`src/rtl/square_envelope.sv`:
```
// Gated ADSR envelope applied to the square oscillator stream; envelope advances on sample_valid ticks.
// Latency: sample_out/out_valid register one cycle after sample_valid; env_level/env_state update on the tick edge.
// Backpressure: none; accepts a sample every clock and emits exactly one output per accepted input.
module square_envelope #(
    parameter int SAMPLE_W = 32,
    parameter int LEVEL_W  = 16
) (
    input  logic                clk,
    input  logic                reset_n,
    input  logic [SAMPLE_W-1:0] sample_in,
    input  logic                sample_valid,
    input  logic                gate,
    input  logic [LEVEL_W-1:0]  attack_step,
    input  logic [LEVEL_W-1:0]  decay_step,
    input  logic [LEVEL_W-1:0]  sustain_level,
    input  logic [LEVEL_W-1:0]  release_step,
    output logic [SAMPLE_W-1:0] sample_out,
    output logic                out_valid,
    output logic [LEVEL_W-1:0]  env_level,
    output logic [2:0]          env_state
);
    typedef enum logic [2:0] {
        ST_IDLE    = 3'd0,
        ST_ATTACK  = 3'd1,
        ST_DECAY   = 3'd2,
        ST_SUSTAIN = 3'd3,
        ST_RELEASE = 3'd4
    } state_t;

    localparam logic [LEVEL_W-1:0] LEVEL_MAX = '1;
    localparam int PROD_W = SAMPLE_W + LEVEL_W + 1;

    state_t             state;
    state_t             state_nxt;
    logic [LEVEL_W-1:0] level;
    logic [LEVEL_W-1:0] level_nxt;
    logic               gate_q;
    logic               gate_rise;
    logic               gate_fall;
    logic [LEVEL_W:0]   att_sum;
    logic [LEVEL_W:0]   dec_diff;
    logic [LEVEL_W:0]   rel_diff;
    logic               dec_floor;
    logic               rel_floor;

    logic signed [PROD_W-1:0] sample_ext;
    logic signed [PROD_W-1:0] level_ext;
    logic signed [PROD_W-1:0] prod;
    logic                     unused_prod_bits;

    assign gate_rise = gate & ~gate_q;
    assign gate_fall = ~gate & gate_q;

    // One extra bit so sums cannot wrap and differences expose a borrow.
    assign att_sum  = {1'b0, level} + {1'b0, attack_step};
    assign dec_diff = {1'b0, level} - {1'b0, decay_step};
    assign rel_diff = {1'b0, level} - {1'b0, release_step};

    assign dec_floor = (decay_step == '0) || dec_diff[LEVEL_W]
                       || (dec_diff[LEVEL_W-1:0] <= sustain_level);
    assign rel_floor = (release_step == '0) || rel_diff[LEVEL_W]
                       || (rel_diff[LEVEL_W-1:0] == '0);

    always_comb begin
        state_nxt = state;
        level_nxt = level;
        if (gate_rise) begin
            state_nxt = ST_ATTACK;
        end else if (gate_fall) begin
            if (state inside {ST_ATTACK, ST_DECAY, ST_SUSTAIN})
                state_nxt = ST_RELEASE;
        end else if (sample_valid) begin
            case (state)
                ST_IDLE: begin
                    level_nxt = '0;
                end
                ST_ATTACK: begin
                    if ((attack_step == '0) || (att_sum >= {1'b0, LEVEL_MAX})) begin
                        level_nxt = LEVEL_MAX;
                        state_nxt = ST_DECAY;
                    end else begin
                        level_nxt = att_sum[LEVEL_W-1:0];
                    end
                end
                ST_DECAY: begin
                    if (dec_floor) begin
                        level_nxt = sustain_level;
                        state_nxt = ST_SUSTAIN;
                    end else begin
                        level_nxt = dec_diff[LEVEL_W-1:0];
                    end
                end
                ST_SUSTAIN: begin
                    level_nxt = sustain_level;
                end
                ST_RELEASE: begin
                    if (rel_floor) begin
                        level_nxt = '0;
                        state_nxt = ST_IDLE;
                    end else begin
                        level_nxt = rel_diff[LEVEL_W-1:0];
                    end
                end
                default: begin
                    level_nxt = '0;
                    state_nxt = ST_IDLE;
                end
            endcase
        end
    end

    // Level is zero-extended so it multiplies as a non-negative gain.
    assign sample_ext = PROD_W'($signed(sample_in));
    assign level_ext  = PROD_W'({1'b0, level});
    assign prod       = sample_ext * level_ext;

    assign unused_prod_bits = ^{prod[PROD_W-1], prod[LEVEL_W-1:0]};

    always_ff @(posedge clk) begin
        if (!reset_n) begin
            state      <= ST_IDLE;
            level      <= '0;
            gate_q     <= 1'b0;
            sample_out <= '0;
            out_valid  <= 1'b0;
        end else begin
            state     <= state_nxt;
            level     <= level_nxt;
            gate_q    <= gate;
            out_valid <= sample_valid;
            if (sample_valid)
                sample_out <= prod[LEVEL_W +: SAMPLE_W];
        end
    end

    assign env_level = level;
    assign env_state = state;

endmodule
```
`config.mk`:
```
export PLATFORM = sky130hd
export DESIGN_NAME = square_envelope
export DESIGN_NICKNAME = d
export VERILOG_FILES = /design/src/rtl/square_envelope.sv
export SDC_FILE = /design/constraint.sdc
export NUM_CORES = 2
export LEC_CHECK = 0
export CORE_AREA = 2 2 242 244
export DETAILED_ROUTE_END_ITERATION = 10
export DIE_AREA = 0 0 244 246
export GPL_TIMING_DRIVEN = 0
export PLACE_DENSITY = 0.61
export SLEW_MARGIN = 20
export SYNTH_ARGS = -nofsm -noshare
export SYNTH_HDL_FRONTEND = slang
export SYNTH_SLANG_ARGS = --single-unit
```
`constraint.sdc`:
```
create_clock -name clk -period 7 [get_ports clk]
set_input_delay 0.7 -clock clk [delete_from_list [all_inputs] [get_ports clk]]
set_output_delay 0.7 -clock clk [all_outputs]
set_load 0.1 [all_outputs]
```
==> After elaboration in Yosys (flattened, before gate mapping) <==
Cells that the tools add are included.
{ "totals": {"out_inout_bits": 52, "ff_bits": 53, "inputBits": 100, "wordCells": 63} }
{ "classes": {"reduce_logical": 18, "eq_ne": 14, "bitwise_logic": 7, "order_cmp": 2, "mux": 12, "n_addsub": 3, "n_mul": 1} }
{ "ops": {"columns": ["cell", "count"], "rows": [
  ["zero test 16 bit", 4],
  ["case mux 16 bit (4 select lines)", 1],
  ["multiplier 32 x 17 -> 48 bit", 1],
  ["two-way mux 16 bit", 3],
  ["subtractor 16 x 16 -> 17 bit", 2],
  ["two-way mux 3 bit", 6],
  ["adder 16 x 16 -> 17 bit", 1],
  [">= comparator 17 x 16 -> 1 bit, second input constant", 1],
  ["less-or-equal comparator 16 bit", 1],
  ["case mux 3 bit (4 select lines)", 1],
  ["AND reduction 6 bit", 2],
  ["!= test 4 bit, second input constant", 2],
  ["equality test 3 x 2 -> 1 bit, second input constant", 2],
  ["!= test 3 x 2 -> 1 bit, second input constant", 2],
  ["!= test 3 bit, second input constant", 2],
  ["nonzero test 3 bit", 2],
  ["logical OR 1 bit", 5],
  ["NOT 1 bit", 5],
  ["!= test 2 x 1 -> 1 bit, second input constant", 2],
  ["!= test 4 x 3 -> 1 bit, second input constant", 1],
  ["OR reduction 2 bit", 2],
  ["equality test 3 x 1 -> 1 bit, second input constant", 1],
  ["equality test 3 bit, second input constant", 1],
  ["zero test 3 bit", 1],
  ["other kinds (5)", 6]
]} }

==> Logic depth before layout (Yosys ltp) <==
{ "logic_depth": {"depth_word": 8, "ltp_mapped": 25, "ltp_nobuf": 24} }

==> Worst setup path after synthesis <==
Ideal clock, no wire load.
{ "synth_timing": {"path_type": "flip-flop to flip-flop", "from": "reg level[9] (netlist: env_level[9])", "to": "reg sample_out[31]", "t_required_ns": 6.870, "period_less_slack_ns": 6.834, "setup_time_ns": 0.130, "path_stages_with_launch": 23, "n_path_buf": 2, "arrival_time_ns": 6.704, "setup_slack_ns": 0.166, "cell_sequence": "dfxtp_1 clkbuf_1 clkbuf_1 nand2_1 fa_1 inv_1 fa_1 fa_1 fa_1 fa_1 inv_1 fa_1 inv_1 ha_1 a21oi_1 o21ai_1 or3_1 o221ai_1 a21oi_1 a211oi_2 o31ai_1 a21oi_1 o211ai_1"} }
{ "synth_via": {"elab_chain_cells": 1} }
{ "synth_lines": {"columns": ["element", "line_no", "source"], "rows": [
  ["start: declaration", "35", "logic [LEVEL_W-1:0] level;"],
  ["start signal: assignment", "128", "level <= level_nxt;"],
  ["multiplier 32 x 17 -> 48 bit", "115", "assign prod = sample_ext * level_ext;"],
  ["end signal: assignment", "132", "sample_out <= prod[LEVEL_W +: SAMPLE_W];"],
  ["end: declaration", "17", "output logic [SAMPLE_W-1:0] sample_out,"]
]} }
No other way between the ends.
A chain may end at the register's enable or synchronous reset.

==> Worst setup path after layout <==
{ "layout_timing": {"from": "reg level[6] (netlist: env_level[6])", "to": "reg sample_out[25]"} }
Same word-level chain as after synthesis.

==> flow_summary.yaml <==
finish:
  design_area_um2: 25900
  layout-drive-gt1-share_pct: 6.22
  synthToLayoutAreaGrowth_pct: 13.5
  fillers: 5700
  final_nets: 3577
yosys:
  synth_commonest_cells: "sky130_fd_sc_hd__inv_1, sky130_fd_sc_hd__fa_1, sky130_fd_sc_hd__nand2_1"
  ys_dominant_reg_cell: "sky130_fd_sc_hd__dfxtp_1"
  netlist_instances: 2651
  ys_top_cells_by_area: "sky130_fd_sc_hd__fa_1, sky130_fd_sc_hd__inv_1, sky130_fd_sc_hd__ha_1"
  synth_async_reset_ratio_pct: 0
  area_share_of_the_largest_cell_type_after_synthesis_pct: 42.5
  synth-seq-cells: 53
  syn_area_um2: 22800
  most_frequent_cell_after_synthesis: "sky130_fd_sc_hd__inv_1"
  synth-warning-count: 0
  synth_enable_flop_cells: 0
  synth_largest_area_cell: "sky130_fd_sc_hd__fa_1"
  synth_sequential_area_ratio_pct: 4.65
  yosysUniqueCellTypes: 87
  syn_avg_cell_area_um2: 8.61
  syn-num-nets: 3415
critical_path:
  worst_r2r_startpoint: "env_level[6]"
  critical_path.reg2reg.endpoint: "sample_out[25]"
  slowest_delay_ns: 0.57
  cp_dominant_cell_by_count: "sky130_fd_sc_hd__fa_1"
  crit_path_start_kind: "flip-flop"
  r2r_setup_slack_ns: 0.16
  timing.setup.critical_path_class: "reg -> reg"
  reg2regPathDepth: 20
  endpoint_kind: "flip-flop"
  critical_path.max_fanout: 10
  critical_path_arrival_ns: 7.08
  worstPathRequired_ns: 7.24
  cpMaxStageDelayCell: "sky130_fd_sc_hd__fa_1"
  crit_chain: "clkbuf_2 -> and2_1 -> fa_1 -> inv_1 -> fa_1 -> fa_1 -> inv_1 -> fa_1 -> fa_1 -> fa_1 -> ha_1 -> a211oi_2 -> o211ai_1 -> o311a_4 -> nand4_1 -> a41oi_4 -> a31oi_4 -> o21ai_2 -> a2111o_1 -> a32o_1"
timing:
  worst_slew_pin_slew_ns: 1.08
  min_period_ns: 6.84
  final_min_period_over_clock_period_pct: 97.7
  rsz0062_at_grt: "no"
  slew-limit-headroom_pct: 27.8
  finalMaxSlewViolations: 0
  skew_ns: 0.0238
  fmax_mhz: 146
  setup_viol: 0
  timing_hold_violations_final: 0
  fin_ws_ns: 0.162
  timing.hold.ws_ns: 0.455
floorplan:
  initial_core_util_pct: 39.8
  design.portCount: 152
  fp.dieW_um: 244
  core.rowCount: 88
  die_area_um2: 60000
  die_height_um: 246
  core_area_um2: 57400
clock_tree:
  hold_buffers: 0
  clock_latency_ns: 0.34
  cts_made_buffers: 5
  cts_tree: "done"
  cts_buffer_depth: 2
  sink_count_of_the_clock_tree: 53
  ctsHtreeMaxLevel: 2
  clk_pin_slew_ns: 0.10
  clockRootBuffer: "sky130_fd_sc_hd__clkbuf_16"
global_route:
  grt_max_degree: 20
  groute.usage.overall_pct: 25.5
  wire_length_of_the_first_global_routing_pass_um: 116000
  antenna_found_initial: 2
  grt_overflow: 0
  grt_pass1_vias: 20200
hold_path:
  worstHoldPathType: "reg -> reg"
  whs_path_depth: 2
  worstHoldStart: "sample_out[29]"
  timing.hold.worst_endpoint: "sample_out[29]"
run:
  max_cap_check_violation_count: 0
placed_design:
  gpl.final_weighted_congestion: 0.935
  placedInstanceArea_um2: 25300
  post-dp-hpwl_um: 63900
  dpl_worst_slack_ns: -1.93
  place.port_buffers: 150
power_and_ir_drop:
  power.static_leakage_uw: 0.0131
  ir_worst_vdd_v: 0.0000812
  power.density_nw_per_um2: 37.7
  power.total_uw: 977
detailed_routing:
  post_route_antenna_net_violation_count: 0
  detailedRoute.firstPassIterationCount: 6
  iteration_0_drc_markers: 1347
  detailroute.via_count: 19200
  average_routed_wire_per_standard_cell_um: 21.1
  avgViaCountPerCell: 5.35
  wirelength_um: 75400
  drc: 0
outcome:
  status: "finished clean"
==> cell usage in the layout (no fill, tap or decap), types with 27 or more instances in the layout <==
cell type                         count
sky130_fd_sc_hd__xnor2_1             41
sky130_fd_sc_hd__clkdlybuf4s50_1    123
sky130_fd_sc_hd__a21o_1              39
sky130_fd_sc_hd__inv_1              605
sky130_fd_sc_hd__o21ai_0             54
sky130_fd_sc_hd__nor2_1              62
sky130_fd_sc_hd__nand3_1             33
sky130_fd_sc_hd__clkbuf_4            27
sky130_fd_sc_hd__ha_1               177
sky130_fd_sc_hd__dfxtp_1             39
sky130_fd_sc_hd__clkbuf_2            38
sky130_fd_sc_hd__nand2_1            332
sky130_fd_sc_hd__fa_1               484
sky130_fd_sc_hd__a21oi_1             62
sky130_fd_sc_hd__clkbuf_1            32
sky130_fd_sc_hd__and2_1             240
==> worst max path at each step <==
stage | start | endpoint | slack, ns | cells after the start
global route | env_level[12] | sample_out[16] | 0.008 | 20
finish | env_level[6] | sample_out[25] | 0.16 | 20
global placement | sample_in[18] | sample_out[30] | -1.82 | 22
floorplan | env_level[9] | sample_out[31] | 0.17 | 22
CTS | sample_in[6] | sample_out[27] | 0.001 | 19
detailed placement | sample_in[18] | sample_out[30] | -1.93 | 22
==> worst max-delay path, delay by kind of cell, from the launching register on <==
| family | cells | cell delay [ns] |
|---|---|---|
| and+or+nand+nor | 2 | 0.37 |
| AOI/OAI and AO/OA | 8 | 2.11 |
| buffers and inverters | 3 | 0.51 |
| adders and majority gates | 7 | 3.17 |
| DFF | 1 | 0.53 |
==> power breakdown <==
| group | internal (µW) | leakage [µW] | switching, µW |
|---|---|---|---|
| clock | 138 | 0.0000763 | 148 |
| combinational | 141 | 0.0126 | 243 |
| sequential | 303 | 0.000436 | 4.30 |
==> kinds of logic (layout without fill, tap and decap cells) <==
group | count (synthesis) | count (layout) | synth area share [%]
muxes | 18 | 18 | 0.789
AOI/OAI and AO/OA | 338 | 338 | 10.5
adders and majority gates | 664 | 664 | 52.3
buffers and inverters | 720 | 883 | 11.9
xor gates and xnor gates | 64 | 64 | 2.45
other | 0 | 3 | 0
and+or+nand+nor | 794 | 794 | 17.4
DFF | 53 | 53 | 4.65
==> metal layers <==
metal / global-route usage (%) / part of all wire, % / vias up
met2: 43.3 / 48 / 654
met5: 0 / 0 / -
met4: 9.85 / 4.1 / 0
met1: 33.5 / 42 / 9836
li1: - / - / 8520
met3: 2.89 / 5.3 / 165
==> timing repair <==
| action | CTS | global route |
|---|---|---|
| pin swaps | 5 | 5 |
| endpoints found under the setup margin | 30 | 19 |
| gates resized for setup | 146 | 114 |
| buffers inserted | 3 | 2 |
==> sequential cells by signal, indices dropped and copies added (netlist names) <==
signal,cells
env_state,3
out_valid,1
sample_out,32
gate_q,1
env_level,16
==> area by class of cell <==
class / instances / area (µm²) / share of cell area [%]
antenna: 3 / 7.51 / 0.0290
buffer: 111 / 681 / 2.63
clock buffer: 5 / 125 / 0.483
clock inverter: 3 / 28.8 / 0.111
inverter: 609 / 2290 / 8.83
multi-input combinational: 1878 / 19200 / 74.2
sequential: 53 / 1090 / 4.21
tap: 765 / 957 / 3.69
timing repair buffer: 155 / 1510 / 5.82
==> metrics by stage <==
stage	TNS (ns)	cells	utilization, %
after global routing	0	3579	45.2
after global placement	-34.37	3566	44.1
after floorplan	0	2651	-
after detailed placement	-37.47	3566	44.1
after CTS	0	3577	45.0
final	0	3582	45.2
Power figures use the tool's default switching activity.
